$ cat src/rtl/sevseg_pkg.sv
// Shared seven-segment definitions: active-high {g,f,e,d,c,b,a} patterns for
// the hex digits, the digit count of the display, and small helpers.
package sevseg_pkg;

    localparam int NUM_DIGITS = 8;

    typedef logic [6:0] seg_t;

    // One synchronized look at the display pins (both fields active-low).
    typedef struct packed {
        logic [NUM_DIGITS-1:0] anode_n;
        seg_t                  segs_n;
    } scan_sample_t;

    localparam seg_t SEG_HEX_0 = 7'h3F;
    localparam seg_t SEG_HEX_1 = 7'h06;
    localparam seg_t SEG_HEX_2 = 7'h5B;
    localparam seg_t SEG_HEX_3 = 7'h4F;
    localparam seg_t SEG_HEX_4 = 7'h66;
    localparam seg_t SEG_HEX_5 = 7'h6D;
    localparam seg_t SEG_HEX_6 = 7'h7D;
    localparam seg_t SEG_HEX_7 = 7'h07;
    localparam seg_t SEG_HEX_8 = 7'h7F;
    localparam seg_t SEG_HEX_9 = 7'h6F;
    localparam seg_t SEG_HEX_A = 7'h77;
    localparam seg_t SEG_HEX_B = 7'h7C;
    localparam seg_t SEG_HEX_C = 7'h39;
    localparam seg_t SEG_HEX_D = 7'h5E;
    localparam seg_t SEG_HEX_E = 7'h79;
    localparam seg_t SEG_HEX_F = 7'h71;

    // Indexed by nibble value; the encoder and the decoder both walk this.
    localparam seg_t SEG_TABLE [16] = '{
        SEG_HEX_0, SEG_HEX_1, SEG_HEX_2, SEG_HEX_3,
        SEG_HEX_4, SEG_HEX_5, SEG_HEX_6, SEG_HEX_7,
        SEG_HEX_8, SEG_HEX_9, SEG_HEX_A, SEG_HEX_B,
        SEG_HEX_C, SEG_HEX_D, SEG_HEX_E, SEG_HEX_F
    };

    // True when exactly one bit of v is set.
    function automatic logic one_active(input logic [NUM_DIGITS-1:0] v);
        return (v != '0) && ((v & (v - NUM_DIGITS'(1))) == '0);
    endfunction

endpackage

$ cat src/rtl/sevseg_scan_decoder_if.sv
// Display-side bundle: the multiplexed pins coming from the display driver
// and the rebuilt frame going to whoever consumes it.
interface sevseg_scan_decoder_if;
    import sevseg_pkg::*;

    logic [NUM_DIGITS-1:0]   anode_select;
    seg_t                    segs;
    logic [4*NUM_DIGITS-1:0] digits;
    logic [NUM_DIGITS-1:0]   bad_digit;
    logic                    frame_valid;
    logic                    anode_error;
    logic                    stale;

    // Display driver side (or a bench standing in for it).
    modport master (
        output anode_select, segs,
        input  digits, bad_digit, frame_valid, anode_error, stale
    );

    // Scan decoder side.
    modport slave (
        input  anode_select, segs,
        output digits, bad_digit, frame_valid, anode_error, stale
    );
endinterface

$ cat src/rtl/segments_to_digit.sv
// Combinational inverse of the digit-to-segment encoder: maps an active-high
// segment pattern back to its nibble, flagging patterns outside the hex set.
module segments_to_digit
    import sevseg_pkg::*;
(
    input  seg_t       i_seg,
    output logic [3:0] o_nibble,
    output logic       o_valid
);

    logic [15:0] w_match;

    genvar gi;
    generate
        for (gi = 0; gi < 16; gi++) begin : g_cmp
            assign w_match[gi] = (i_seg == SEG_TABLE[gi]);
        end
    endgenerate

    // Table entries are all distinct, so at most one match bit is ever set.
    always_comb begin
        o_nibble = 4'h0;
        o_valid  = 1'b0;
        for (int k = 0; k < 16; k++) begin
            if (w_match[k]) begin
                o_nibble = 4'(k);
                o_valid  = 1'b1;
            end
        end
    end

endmodule

$ cat src/rtl/sevseg_scan_decoder.sv
// Receive side of the multiplexed seven-segment display: synchronizes the
// pins, waits for each pattern to settle, decodes digits into a shadow frame
// and publishes it once every anode has been seen. Also flags bad anode
// patterns, undecodable digits and a stalled scan.
module sevseg_scan_decoder
    import sevseg_pkg::*;
#(
    parameter int SETTLE_CYCLES  = 4,
    parameter int TIMEOUT_CYCLES = 2_000_000
) (
    input  logic                 clock,
    input  logic                 reset,
    sevseg_scan_decoder_if.slave bus
);

    localparam int CNT_W   = 8;
    localparam int STALE_W = $clog2(TIMEOUT_CYCLES + 1);

    localparam logic [CNT_W-1:0]   SETTLE_MAX = CNT_W'(SETTLE_CYCLES);
    localparam logic [CNT_W-1:0]   SETTLE_PRE = CNT_W'(SETTLE_CYCLES - 1);
    localparam logic [STALE_W-1:0] STALE_MAX  = STALE_W'(TIMEOUT_CYCLES);

    // Idle pins: all anodes off, all segments off. Resetting the synchronizer
    // here means the first thing ever accepted is a harmless blanking sample.
    localparam scan_sample_t IDLE_SAMPLE = '{anode_n: '1, segs_n: '1};

    scan_sample_t            r_sync1;
    scan_sample_t            r_sync2;
    scan_sample_t            r_prev;
    logic [CNT_W-1:0]        r_settle_cnt;
    logic [3:0]              r_shadow     [NUM_DIGITS];
    logic                    r_bad_shadow [NUM_DIGITS];
    logic [NUM_DIGITS-1:0]   r_seen;
    logic [4*NUM_DIGITS-1:0] r_digits;
    logic [NUM_DIGITS-1:0]   r_bad_digit;
    logic                    r_frame_valid;
    logic                    r_anode_error;
    logic [STALE_W-1:0]      r_stale_cnt;

    scan_sample_t            w_pin_sample;
    logic                    w_same;
    logic                    w_accept;
    logic [NUM_DIGITS-1:0]   w_anode_low;
    logic                    w_blank;
    logic                    w_single;
    logic                    w_take_digit;
    logic                    w_multi;
    logic [NUM_DIGITS-1:0]   w_seen_next;
    logic                    w_publish;
    seg_t                    w_seg_hi;
    logic [3:0]              w_digit_nibble;
    logic                    w_digit_valid;
    logic [3:0]              w_digit_value;
    logic [4*NUM_DIGITS-1:0] w_frame_digits;
    logic [NUM_DIGITS-1:0]   w_frame_bad;

    assign w_pin_sample = '{anode_n: bus.anode_select, segs_n: bus.segs};

    // Two-flop synchronizer on all display pins together.
    always_ff @(posedge clock or negedge reset) begin
        if (!reset) begin
            r_sync1 <= IDLE_SAMPLE;
            r_sync2 <= IDLE_SAMPLE;
        end else begin
            r_sync1 <= w_pin_sample;
            r_sync2 <= r_sync1;
        end
    end

    assign w_same = (r_sync2 == r_prev);

    // Count consecutive identical samples, saturating so each stable period
    // yields one accept only.
    always_ff @(posedge clock or negedge reset) begin
        if (!reset) begin
            r_prev       <= IDLE_SAMPLE;
            r_settle_cnt <= '0;
        end else begin
            r_prev <= r_sync2;
            if (!w_same) begin
                r_settle_cnt <= CNT_W'(1);
            end else if (r_settle_cnt != SETTLE_MAX) begin
                r_settle_cnt <= r_settle_cnt + CNT_W'(1);
            end
        end
    end

    // Fires on the SETTLE_CYCLES-th identical sample.
    assign w_accept     = w_same && (r_settle_cnt == SETTLE_PRE);

    assign w_anode_low  = ~r_sync2.anode_n;
    assign w_blank      = (w_anode_low == '0);
    assign w_single     = one_active(w_anode_low);
    assign w_take_digit = w_accept && w_single;
    assign w_multi      = w_accept && !w_blank && !w_single;
    assign w_seen_next  = r_seen | w_anode_low;
    assign w_publish    = w_take_digit && (w_seen_next == '1);

    assign w_seg_hi = ~r_sync2.segs_n;

    segments_to_digit u_decode (
        .i_seg    (w_seg_hi),
        .o_nibble (w_digit_nibble),
        .o_valid  (w_digit_valid)
    );

    // Undecodable digits are stored as zero and flagged separately.
    assign w_digit_value = w_digit_valid ? w_digit_nibble : 4'h0;

    genvar gi;
    generate
        for (gi = 0; gi < NUM_DIGITS; gi++) begin : g_digit
            logic w_hit;
            assign w_hit = w_take_digit && w_anode_low[gi];

            // Frame as it would be published now, with the incoming digit merged.
            assign w_frame_digits[4*gi +: 4] = w_hit ? w_digit_value  : r_shadow[gi];
            assign w_frame_bad[gi]           = w_hit ? !w_digit_valid : r_bad_shadow[gi];

            // Latest accepted value for this anode wins until the frame publishes.
            always_ff @(posedge clock or negedge reset) begin
                if (!reset) begin
                    r_shadow[gi]     <= 4'h0;
                    r_bad_shadow[gi] <= 1'b0;
                end else if (w_hit) begin
                    r_shadow[gi]     <= w_digit_value;
                    r_bad_shadow[gi] <= !w_digit_valid;
                end
            end
        end
    endgenerate

    // Track which anodes have contributed to the frame in progress.
    always_ff @(posedge clock or negedge reset) begin
        if (!reset) begin
            r_seen <= '0;
        end else if (w_publish) begin
            r_seen <= '0;
        end else if (w_take_digit) begin
            r_seen <= w_seen_next;
        end
    end

    // Published frame plus the one-cycle status pulses.
    always_ff @(posedge clock or negedge reset) begin
        if (!reset) begin
            r_digits      <= '0;
            r_bad_digit   <= '0;
            r_frame_valid <= 1'b0;
            r_anode_error <= 1'b0;
        end else begin
            r_frame_valid <= w_publish;
            r_anode_error <= w_multi;
            if (w_publish) begin
                r_digits    <= w_frame_digits;
                r_bad_digit <= w_frame_bad;
            end
        end
    end

    // Cycles since the last publish, saturating at the timeout.
    always_ff @(posedge clock or negedge reset) begin
        if (!reset) begin
            r_stale_cnt <= '0;
        end else if (w_publish) begin
            r_stale_cnt <= '0;
        end else if (r_stale_cnt != STALE_MAX) begin
            r_stale_cnt <= r_stale_cnt + STALE_W'(1);
        end
    end

    assign bus.digits      = r_digits;
    assign bus.bad_digit   = r_bad_digit;
    assign bus.frame_valid = r_frame_valid;
    assign bus.anode_error = r_anode_error;
    assign bus.stale       = (r_stale_cnt == STALE_MAX);

endmodule

$ cat src/flat_wrapper.sv
// flat-port wrapper written by rule: the top's interface ports become plain ports
module sevseg_scan_decoder_flat import sevseg_pkg::*;
#(
    parameter int SETTLE_CYCLES  = 4,
    parameter int TIMEOUT_CYCLES = 2_000_000
)
  (clock, reset, bus_anode_select, bus_segs, bus_digits, bus_bad_digit, bus_frame_valid, bus_anode_error, bus_stale);
  sevseg_scan_decoder_if bus_i ();
  input  logic clock;
  input  logic reset;
  input wire logic [$bits(bus_i.anode_select)-1:0] bus_anode_select;
  input wire logic [$bits(bus_i.segs)-1:0] bus_segs;
  output wire logic [$bits(bus_i.digits)-1:0] bus_digits;
  output wire logic [$bits(bus_i.bad_digit)-1:0] bus_bad_digit;
  output wire logic [$bits(bus_i.frame_valid)-1:0] bus_frame_valid;
  output wire logic [$bits(bus_i.anode_error)-1:0] bus_anode_error;
  output wire logic [$bits(bus_i.stale)-1:0] bus_stale;
  assign bus_i.anode_select = bus_anode_select;
  assign bus_i.segs = bus_segs;
  assign bus_digits = bus_i.digits;
  assign bus_bad_digit = bus_i.bad_digit;
  assign bus_frame_valid = bus_i.frame_valid;
  assign bus_anode_error = bus_i.anode_error;
  assign bus_stale = bus_i.stale;
  sevseg_scan_decoder #(.SETTLE_CYCLES(SETTLE_CYCLES), .TIMEOUT_CYCLES(TIMEOUT_CYCLES)) u_core (.clock(clock), .reset(reset), .bus(bus_i));
endmodule
$ cat config.mk
export PLATFORM = sky130hd
export DESIGN_NAME = sevseg_scan_decoder_flat
export DESIGN_NICKNAME = d
export VERILOG_FILES = /design/src/rtl/sevseg_pkg.sv /design/src/rtl/sevseg_scan_decoder_if.sv /design/src/rtl/segments_to_digit.sv /design/src/rtl/sevseg_scan_decoder.sv /design/src/flat_wrapper.sv
export SDC_FILE = /design/constraint.sdc
export NUM_CORES = 1
export LEC_CHECK = 0
export CELL_PAD_IN_SITES_DETAIL_PLACEMENT = 0
export CELL_PAD_IN_SITES_GLOBAL_PLACEMENT = 1
export CORE_UTILIZATION = 42
export DETAILED_ROUTE_END_ITERATION = 10
export PLACE_DENSITY_LB_ADDON = 0.1
export SLEW_MARGIN = 10
export SYNTH_ARGS = -nofsm -noshare
export SYNTH_HDL_FRONTEND = slang
export SYNTH_SLANG_ARGS = --single-unit
$ cat constraint.sdc
create_clock -name clock -period 2.79 [get_ports clock]
set_input_delay 0.6975 -clock clock [delete_from_list [all_inputs] [get_ports clock]]
set_output_delay 0.6975 -clock clock [all_outputs]
set_load 0.05 [all_outputs]
==> results.tsv, run 1 <==
stage	metric	value	unit
status	status	finished, final reports clean	
grt	number of global-route vias before repair	4250	
layout	Final #Nets	634	
floorplanning	DIE AREA	0.01645	mm2
power	Tot Pwr	4875	uW
logic_synthesis	Primary FF master, synth	dfrtp_1	
layout	share of cells above drive strength 1	0.3147	
grt	initial antenna violation count	0	
sta	final worst path period need	2.775	ns
sta	fmax	360.3	MHz
sta	RSZ-0062 raised after global routing	yes	
grt	gr usage total	0.1824	
hold_path	Min-Delay Path Class	in -> async	
sta	clk_skew	0.008400	ns
floorplanning	IO Count	60	
clocking	clk_lat worst skew	0.43	ns
detailed_routing	DR vias/cell	4.941	
clocking	total CTS buffers	17	
power	maximum VDD drop	0.4094	mV
sta	Slew @ Worst Pin	0.7462	ns
layout	area delta synth->final	29.13	%
logic_synthesis	Syn Inst Count	506	
setup_path	CP endpoint kind	flip-flop	
floorplanning	Starting Density	0.4357	
logic_synthesis	Synth area leaders	dfrtp_1 (44%), dfstp_2 (18%), mux2_2 (9.1%), mux2_1 (4.4%), xor2_1 (3.9%)	
setup_path	startpoint types	flip-flop	
layout	ant diodes	0	
setup_path	WS Path Type	reg -> reg	
logic_synthesis	sequential element share of the synthesized area	0.6213	
power	Pwr Density	563.8	mW/mm2
sta	fin crit share	0.9947	
detailed_routing	routed via count	4136	
logic_synthesis	synth unique cells	49	
floorplanning	die extent in y	128.3	um
setup_path	Critical Path RT	3.10	ns
setup_path	maximum fanout along the worst path	6	
placed_design	DP HPWL	8820	um
placed_design	I/O Buffers	59	
detailed_routing	TritonRoute pass-1 iters	5	
sta	Setup violations, final	0	
placed_design	pre-CTS WS	-0.1061	ns
detailed_routing	Residual DRC	0	
detailed_routing	Routed WL per cell	16.80	um
clocking	clk root buf	clkbuf_16	
clocking	Clock Sinks	164	
job	Max-Cap Viols	0	
clocking	clk buf depth	2	
setup_path	Arr. time, crit path	3.08	ns
logic_synthesis	EDFF count, synth	0	
grt	largest net degree at the start of global routing	70	
placed_design	Placer Congestion	0.7388	
logic_synthesis	Yosys top cell area share	0.4447	
detailed_routing	DRT iter0 DRCs	202	
logic_synthesis	count leader, synth	dfrtp_1	
logic_synthesis	Ys Warns	0	
logic_synthesis	Synth top cells by count	dfrtp_1 (119), nor2_1 (56), mux2_2 (54)	
grt	Overflow after GRT	0	
floorplanning	# rows	45	
sta	Final Max Tran Viols	0	
logic_synthesis	synthesized area per cell	13.23	um2
sta	Final Hold Fails	0	
clocking	Clock transition at path regs	0.06	ns
clocking	H-Tree Depth	4	
grt	first-pass GRT wire length	22610	um
clocking	TritonCTS clock tree	built	
detailed_routing	WL final	14060	um
sta	final setup margin	0.01471	ns
logic_synthesis	Syn Nets	527	
logic_synthesis	FFs w/ async S/R, synth	1.000	
logic_synthesis	mapped cell area	0.006696	mm2
floorplanning	Core ar.	0.01537	mm2
floorplanning	Die W	128.3	um
detailed_routing	antenna-violating nets left	0	
logic_synthesis	Synth area leader	dfrtp_1	
clocking	CTS Hold Bufs	0	
power	leakage power	0.003988	uW
sta	worst rel slew slack	0.4979	
logic_synthesis	synthesis-stage register bit count	164	
## per-layer routing
| layer | up-vias | global-route usage | wire length, um |
|---|---|---|---|
| li1 | 1964 | - | - |
| met1 | 2089 | 0.2568 | 7105 |
| met2 | 68 | 0.2703 | 6246 |
| met3 | 15 | 0.05175 | 558 |
| met4 | 0 | 0.06090 | 149 |
| met5 | - | 0 | 0 |
## cells by family (layout without fill, tap and decap cells)
family / count (synthesis) / after routing / share of synthesized area
buffers and inverters: 32 / 151 / 0.02130
AND/OR/NAND/NOR: 157 / 158 / 0.1321
flip-flops: 164 / 164 / 0.6213
XOR/XNOR: 44 / 44 / 0.05755
AO/OA/AOI/OAI: 24 / 24 / 0.02429
multiplexers: 81 / 81 / 0.1360
adder cells (fa/ha/maj): 4 / 4 / 0.007474
## final timing paths
kind / startpoint / to / slack [ns] / depth (start not counted)
worst max register to register: u_core.r_sync2[10] / u_core.bus.digits[28] / 0.01 / 10
worst max-delay path: u_core.r_sync2[10] / u_core.bus.digits[28] / 0.01 / 10
max in group asynchronous: reset / u_core.r_shadow[4] / 1.67 / 2
min in group clock: u_core.r_sync1[1] / u_core.r_sync2[1] / 0.36 / 0
worst min-delay path: reset / u_core.r_shadow[13] / 0.28 / 1
worst min register to register: u_core.r_sync1[1] / u_core.r_sync2[1] / 0.36 / 0
## placed cells by master, fill, tap and decap left out, types with 3 or more instances in the layout
cell type | Yosys | routed
buf_12 | 0 | 6
dfrtp_1 | 119 | 119
xnor2_1 | 14 | 14
nand4_1 | 8 | 8
nor4_1 | 9 | 7
dfstp_2 | 45 | 45
inv_6 | 0 | 5
nor2b_1 | 5 | 5
mux2_1 | 26 | 26
o21ai_0 | 4 | 4
nand3_1 | 18 | 18
xor2_1 | 30 | 30
ha_1 | 4 | 4
nor2_1 | 56 | 56
inv_1 | 14 | 14
nor3_1 | 5 | 5
mux2_4 | 0 | 13
buf_6 | 1 | 8
a21oi_1 | 4 | 4
nand2_1 | 19 | 19
mux2_2 | 54 | 41
clkdlybuf4s50_1 | 0 | 57
buf_4 | 0 | 34
o22ai_1 | 4 | 4
clkinvlp_4 | 0 | 3
nor4_4 | 0 | 10
and3_1 | 9 | 9
clkbuf_16 | 0 | 17
## power breakdown
group | switching (uW) | internal (uW) | total, uW
registers | 29.5 | 2440 | 2470
logic | 122 | 76.6 | 199
clock network | 969 | 1240 | 2210
## stage by stage
stage	std cells	TNS [ns]	instance area, um2	util	hold WS, ns
final	837	0	8647	0.5626	0.2766
after global routing	837	-0.3504	8647	0.5626	0.3088
after CTS	814	0	8280	0.5387	0.2864
after detailed placement	782	-2.490	7696	0.5007	0.3468
after global placement	782	-3.717	7696	0.5007	0.3478
after floorplan	506	0	6703	-	0.3452
## flip-flops by register name, summed over array words and instances (netlist names)
signal                  count
u_core.r_bad_shadow         8
u_core.r_stale_cnt         21
u_core.r_settle_cnt         8
u_core.r_sync2             15
u_core.bus.bad_digit        8
u_core.bus.frame_valid      1
u_core.bus.digits          32
u_core.r_sync1             15
u_core.r_prev              15
u_core.bus.anode_error      1
u_core.r_shadow            32
u_core.r_seen               8
## repair_timing
action	CTS	global route
resized for setup	4	31
setup buffers	0	22
cloned	0	1
setup endpoints to repair	40	41
pin swaps	0	11
## layout make-up
cell class                 count  area (um2)
inverter                      14       52.55
clock buffer                  19       432.9
multi-input combinational    311        2577
fill                        1269        6724
tap                          211       264.0
sequential                   164        4160
clock inverter                13       123.9
timing repair buffer         105        1036
## critical path: stages, from the launching register on
cell      delay [ns]
dfstp_2         0.55
buf_6           0.12
and4_4          0.25
xnor2_1         0.07
o211a_1         0.23
nand2b_4        0.20
buf_4           0.17
nor4_4          0.28
buf_6           0.19
mux2_4          0.31
mux2_1          0.29
Power figures use the tool's default switching activity.
==> run 2, diff against run 1 <==
--- a/config.mk
+++ b/config.mk
@@ -5,9 +5,10 @@
 export SDC_FILE = /design/constraint.sdc
 export NUM_CORES = 1
 export LEC_CHECK = 0
+export ABC_AREA = 1
 export CELL_PAD_IN_SITES_DETAIL_PLACEMENT = 0
 export CELL_PAD_IN_SITES_GLOBAL_PLACEMENT = 1
-export CORE_UTILIZATION = 42
+export CORE_UTILIZATION = 40
 export DETAILED_ROUTE_END_ITERATION = 10
 export PLACE_DENSITY_LB_ADDON = 0.1
 export SLEW_MARGIN = 10
==> run 2 against run 1 <==
Sequential power about the same. Wire length up 8.7%. Via count up 30%. Synthesized cell count up 63%. Register-to-register slack better by 0.27 ns. Sequential cell count unchanged. Combinational power down 18%. Clock power up 6%. Non-clock buffer count down 31. Critical endpoint is now bus_stale. Largest power group unchanged.
==> results.tsv, run 2 <==
stage	metric	value	unit	change
clocking	Clock Sinks	164		unchanged
logic_synthesis	post-synthesis simple-gate area fraction	0.3022		was 0.1321
logic_synthesis	largest family of logic cells by synthesized area	simple AND/OR/NAND/NOR gates		was multiplexers
clocking	CTS Hold Bufs	0		unchanged
floorplanning	Die W	135.5	um	was 128.3 um
status	status	finished, final reports clean		unchanged
clocking	total CTS buffers	17		unchanged
floorplanning	DIE AREA	0.01835	mm2	was 0.01645 mm2
grt	largest net degree at the start of global routing	50		was 70
detailed_routing	Routed WL per cell	13.38	um	was 16.80 um
detailed_routing	TritonRoute pass-1 iters	4		was 5
clocking	number of setup buffers added after CTS	0		unchanged
floorplanning	# rows	48		was 45
setup_path	maximum fanout along the worst path	5		was 6
logic_synthesis	EDFF count, synth	0		unchanged
logic_synthesis	FFs w/ async S/R, synth	1.000		unchanged
detailed_routing	antenna-violating nets left	0		unchanged
layout	Final #Nets	925		was 634
detailed_routing	DR vias/cell	4.708		was 4.941
setup_path	startpoint types	flip-flop		unchanged
detailed_routing	routed via count	5376		was 4136
clocking	clk root buf	clkbuf_16		unchanged
sta	Final Max Tran Viols	0		unchanged
grt	Overflow after GRT	0		unchanged
placed_design	DP HPWL	10590	um	was 8820 um
logic_synthesis	synth unique cells	29		was 49
layout	commonest non-fill, non-tap cells in the layout	nand2_1 (262), dfrtp_1 (119), inv_1 (102)		was dfrtp_1 (119), clkdlybuf4s50_1 (57), nor2_1 (56)
grt	number of global-route vias before repair	5300		was 4250
setup_path	WS Path Type	reg -> out		was reg -> reg
sta	Slew @ Worst Pin	0.5142	ns	was 0.7462 ns
detailed_routing	met2 wire len	6939	um	was 6246 um
placed_design	I/O Buffers	59		unchanged
placed_design	Cells after DPL	1110		was 782
placed_design	Placer Congestion	0.8669		was 0.7388
hold_path	Min-Delay Path Class	in -> async		unchanged
sta	Final Hold Fails	0		unchanged
grt	first-pass GRT wire length	26320	um	was 22610 um
layout	ant diodes	0		unchanged
clocking	clk_lat worst skew	0.42	ns	was 0.43 ns
detailed_routing	Residual DRC	0		unchanged
clocking	Clock transition at path regs	0.07	ns	was 0.06 ns
setup_path	CP endpoint kind	output port		was flip-flop
logic_synthesis	Synth area leaders	dfrtp_1 (42%), dfstp_2 (17%), nand2_1 (14%), inv_1 (5.4%), nand3_1 (5.1%)		was dfrtp_1 (44%), dfstp_2 (18%), mux2_2 (9.1%), mux2_1 (4.4%), xor2_1 (3.9%)
grt	initial antenna violation count	0		unchanged
sta	worst rel slew slack	0.6561		was 0.4979
layout	share of cells above drive strength 1	0.1134		was 0.3147
logic_synthesis	synthesis-stage register bit count	164		unchanged
logic_synthesis	sequential element share of the synthesized area	0.5839		was 0.6213
sta	final worst path period need	2.582	ns	was 2.775 ns
grt	gr usage total	0.1871		was 0.1824
detailed_routing	WL final	15280	um	was 14060 um
floorplanning	Core ar.	0.01736	mm2	was 0.01537 mm2
logic_synthesis	Primary FF master, synth	dfrtp_1		unchanged
layout	Finished Layout Cells	1142		was 837
setup_path	Critical Path RT	2.09	ns	was 3.10 ns
sta	TNS Setup	0	ns	unchanged
layout	commonest non-fill, non-tap cell in the layout	nand2_1		was dfrtp_1
power	leakage power	0.004385	uW	was 0.003988 uW
logic_synthesis	post-synthesis adder-cell area fraction	0.007025		was 0.007474
detailed_routing	M1 wire length	7596	um	was 7105 um
sta	fin crit share	0.9254		was 0.9947
logic_synthesis	Syn Nets	844		was 527
detailed_routing	max layer used	met4		unchanged
logic_synthesis	count leader, synth	nand2_1		was dfrtp_1
sta	clk_skew	0.007008	ns	was 0.008400 ns
detailed_routing	DRT iter0 DRCs	309		was 202
logic_synthesis	Post-Synth XOR/XNOR Area	0.01106		was 0.05755
detailed_routing	met3 wire len	476	um	was 558 um
power	Pwr Density	574.1	mW/mm2	was 563.8 mW/mm2
logic_synthesis	Synth area leader	dfrtp_1		unchanged
sta	RSZ-0062 raised after global routing	no		was yes
power	maximum VDD drop	0.4300	mV	was 0.4094 mV
logic_synthesis	Yosys top cell area share	0.4180		was 0.4447
clocking	H-Tree Depth	4		unchanged
clocking	CTS resizes	0		was 4
layout	area delta synth->final	21.58	%	was 29.13%
logic_synthesis	Synth top cells by count	nand2_1 (262), dfrtp_1 (119), inv_1 (102)		was dfrtp_1 (119), nor2_1 (56), mux2_2 (54)
job	Max-Cap Viols	0		unchanged
logic_synthesis	mapped cell area	0.007124	mm2	was 0.006696 mm2
setup_path	Arr. time, crit path	1.88	ns	was 3.08 ns
floorplanning	IO Count	60		unchanged
sta	Setup violations, final	0		unchanged
floorplanning	Starting Density	0.4105		was 0.4357
clocking	clk buf depth	2		unchanged
logic_synthesis	complex-gate fraction of the synthesized area	0.02494		was 0.02429
logic_synthesis	synthesized area per cell	8.657	um2	was 13.23 um2
logic_synthesis	Ys Warns	0		unchanged
logic_synthesis	mux share of post-synthesis cell area	0		was 0.1360
sta	fmax	387.3	MHz	was 360.3 MHz
floorplanning	die extent in y	135.5	um	was 128.3 um
clocking	TritonCTS clock tree	built		unchanged
layout	fillcell total	1631		was 1269
logic_synthesis	Syn Inst Count	823		was 506
==> run 2: cell count changes after synthesis, moves of 11 or more <==
cell,before,now
a21oi_1,4,15
and2_1,2,40
buf_2,12,1
inv_1,14,102
mux2_1,26,0
mux2_2,54,0
nand2_1,19,262
nand3_1,18,73
nor2_1,56,81
nor3_1,5,22
xnor2_1,14,2
xor2_1,30,7
==> run 2: routing by layer <==
metal | track usage | vias to the layer above
li1 | - | 2714
met1 | 0.2574 | 2545
met2 | 0.2883 | 98
met3 | 0.03779 | 19
met4 | 0.07678 | 0
met5 | 0 | -
==> run 2: path summary, 6_finish.rpt <==
| path | from | endpoint | slack, ns | cells past startpoint |
|---|---|---|---|---|
| worst max register to register | u_core.r_sync2[14] | u_core.bus.digits[12] | 0.28 | 13 |
| worst min register to register | u_core.r_sync1[6] | u_core.r_sync2[6] | 0.36 | 0 |
| worst max-delay path | u_core.r_stale_cnt[0] | bus_stale | 0.21 | 7 |
| max in group asynchronous | reset | u_core.r_sync2[9] | 1.84 | 2 |
| worst min-delay path | reset | u_core.r_settle_cnt[1] | 0.19 | 1 |
| min in group clock | u_core.r_sync1[6] | u_core.r_sync2[6] | 0.36 | 0 |
==> run 2: worst max-delay path, stage by stage, from the launching register on <==
cell     delay [ns]
dfrtp_1        0.40
inv_1          0.11
ha_1           0.17
nand3_1        0.08
nor3_1         0.21
nand3_2        0.18
inv_1          0.16
buf_12         0.15
==> run 2: power by group <==
group	total [uW]	internal, uW	switching (uW)
logic	163	55.3	107
registers	2470	2440	29.2
clock network	2340	1370	975
total	4970	3860	1110
==> run 2: logic make-up (layout without fill, tap and decap cells) <==
| logic type | after synthesis | in the layout |
|---|---|---|
| AO/OA/AOI/OAI | 31 | 31 |
| XOR/XNOR | 9 | 9 |
| adder cells (fa/ha/maj) | 4 | 4 |
| buffers and inverters | 117 | 211 |
| flip-flops | 164 | 164 |
| AND/OR/NAND/NOR | 498 | 498 |
==> run 2: cell type report <==
cell class              instances  area, um2  share of cell area
clock buffers                  22      529.3             0.06110
multi-input cells             542       2467              0.2848
flip-flops and latches        164       4160              0.4803
well taps                     225      281.5             0.03250
clock inverters                10      80.08            0.009245
inverters                     105      396.6             0.04579
repair buffers                 74      747.0             0.08623
==> run 2: metrics by stage <==
| step | instance area (um2) | hold slack [ns] | utilization | worst slack [ns] | power, uW |
|---|---|---|---|---|---|
| 2_1_floorplan | 7124 | 0.3452 | - | 0.6564 | 2559 |
| 3_3_place_gp | 8035 | 0.3457 | 0.4629 | 0.3789 | 2673 |
| 3_5_place_dp | 8035 | 0.3468 | 0.4629 | 0.2338 | 2678 |
| 4_1_cts | 8645 | 0.1917 | 0.4981 | 0.1756 | 5053 |
| 5_1_grt | 8662 | 0.2077 | 0.4991 | 0.001307 | 5164 |
| 6_report | 8662 | 0.1881 | 0.4991 | 0.2080 | 4973 |
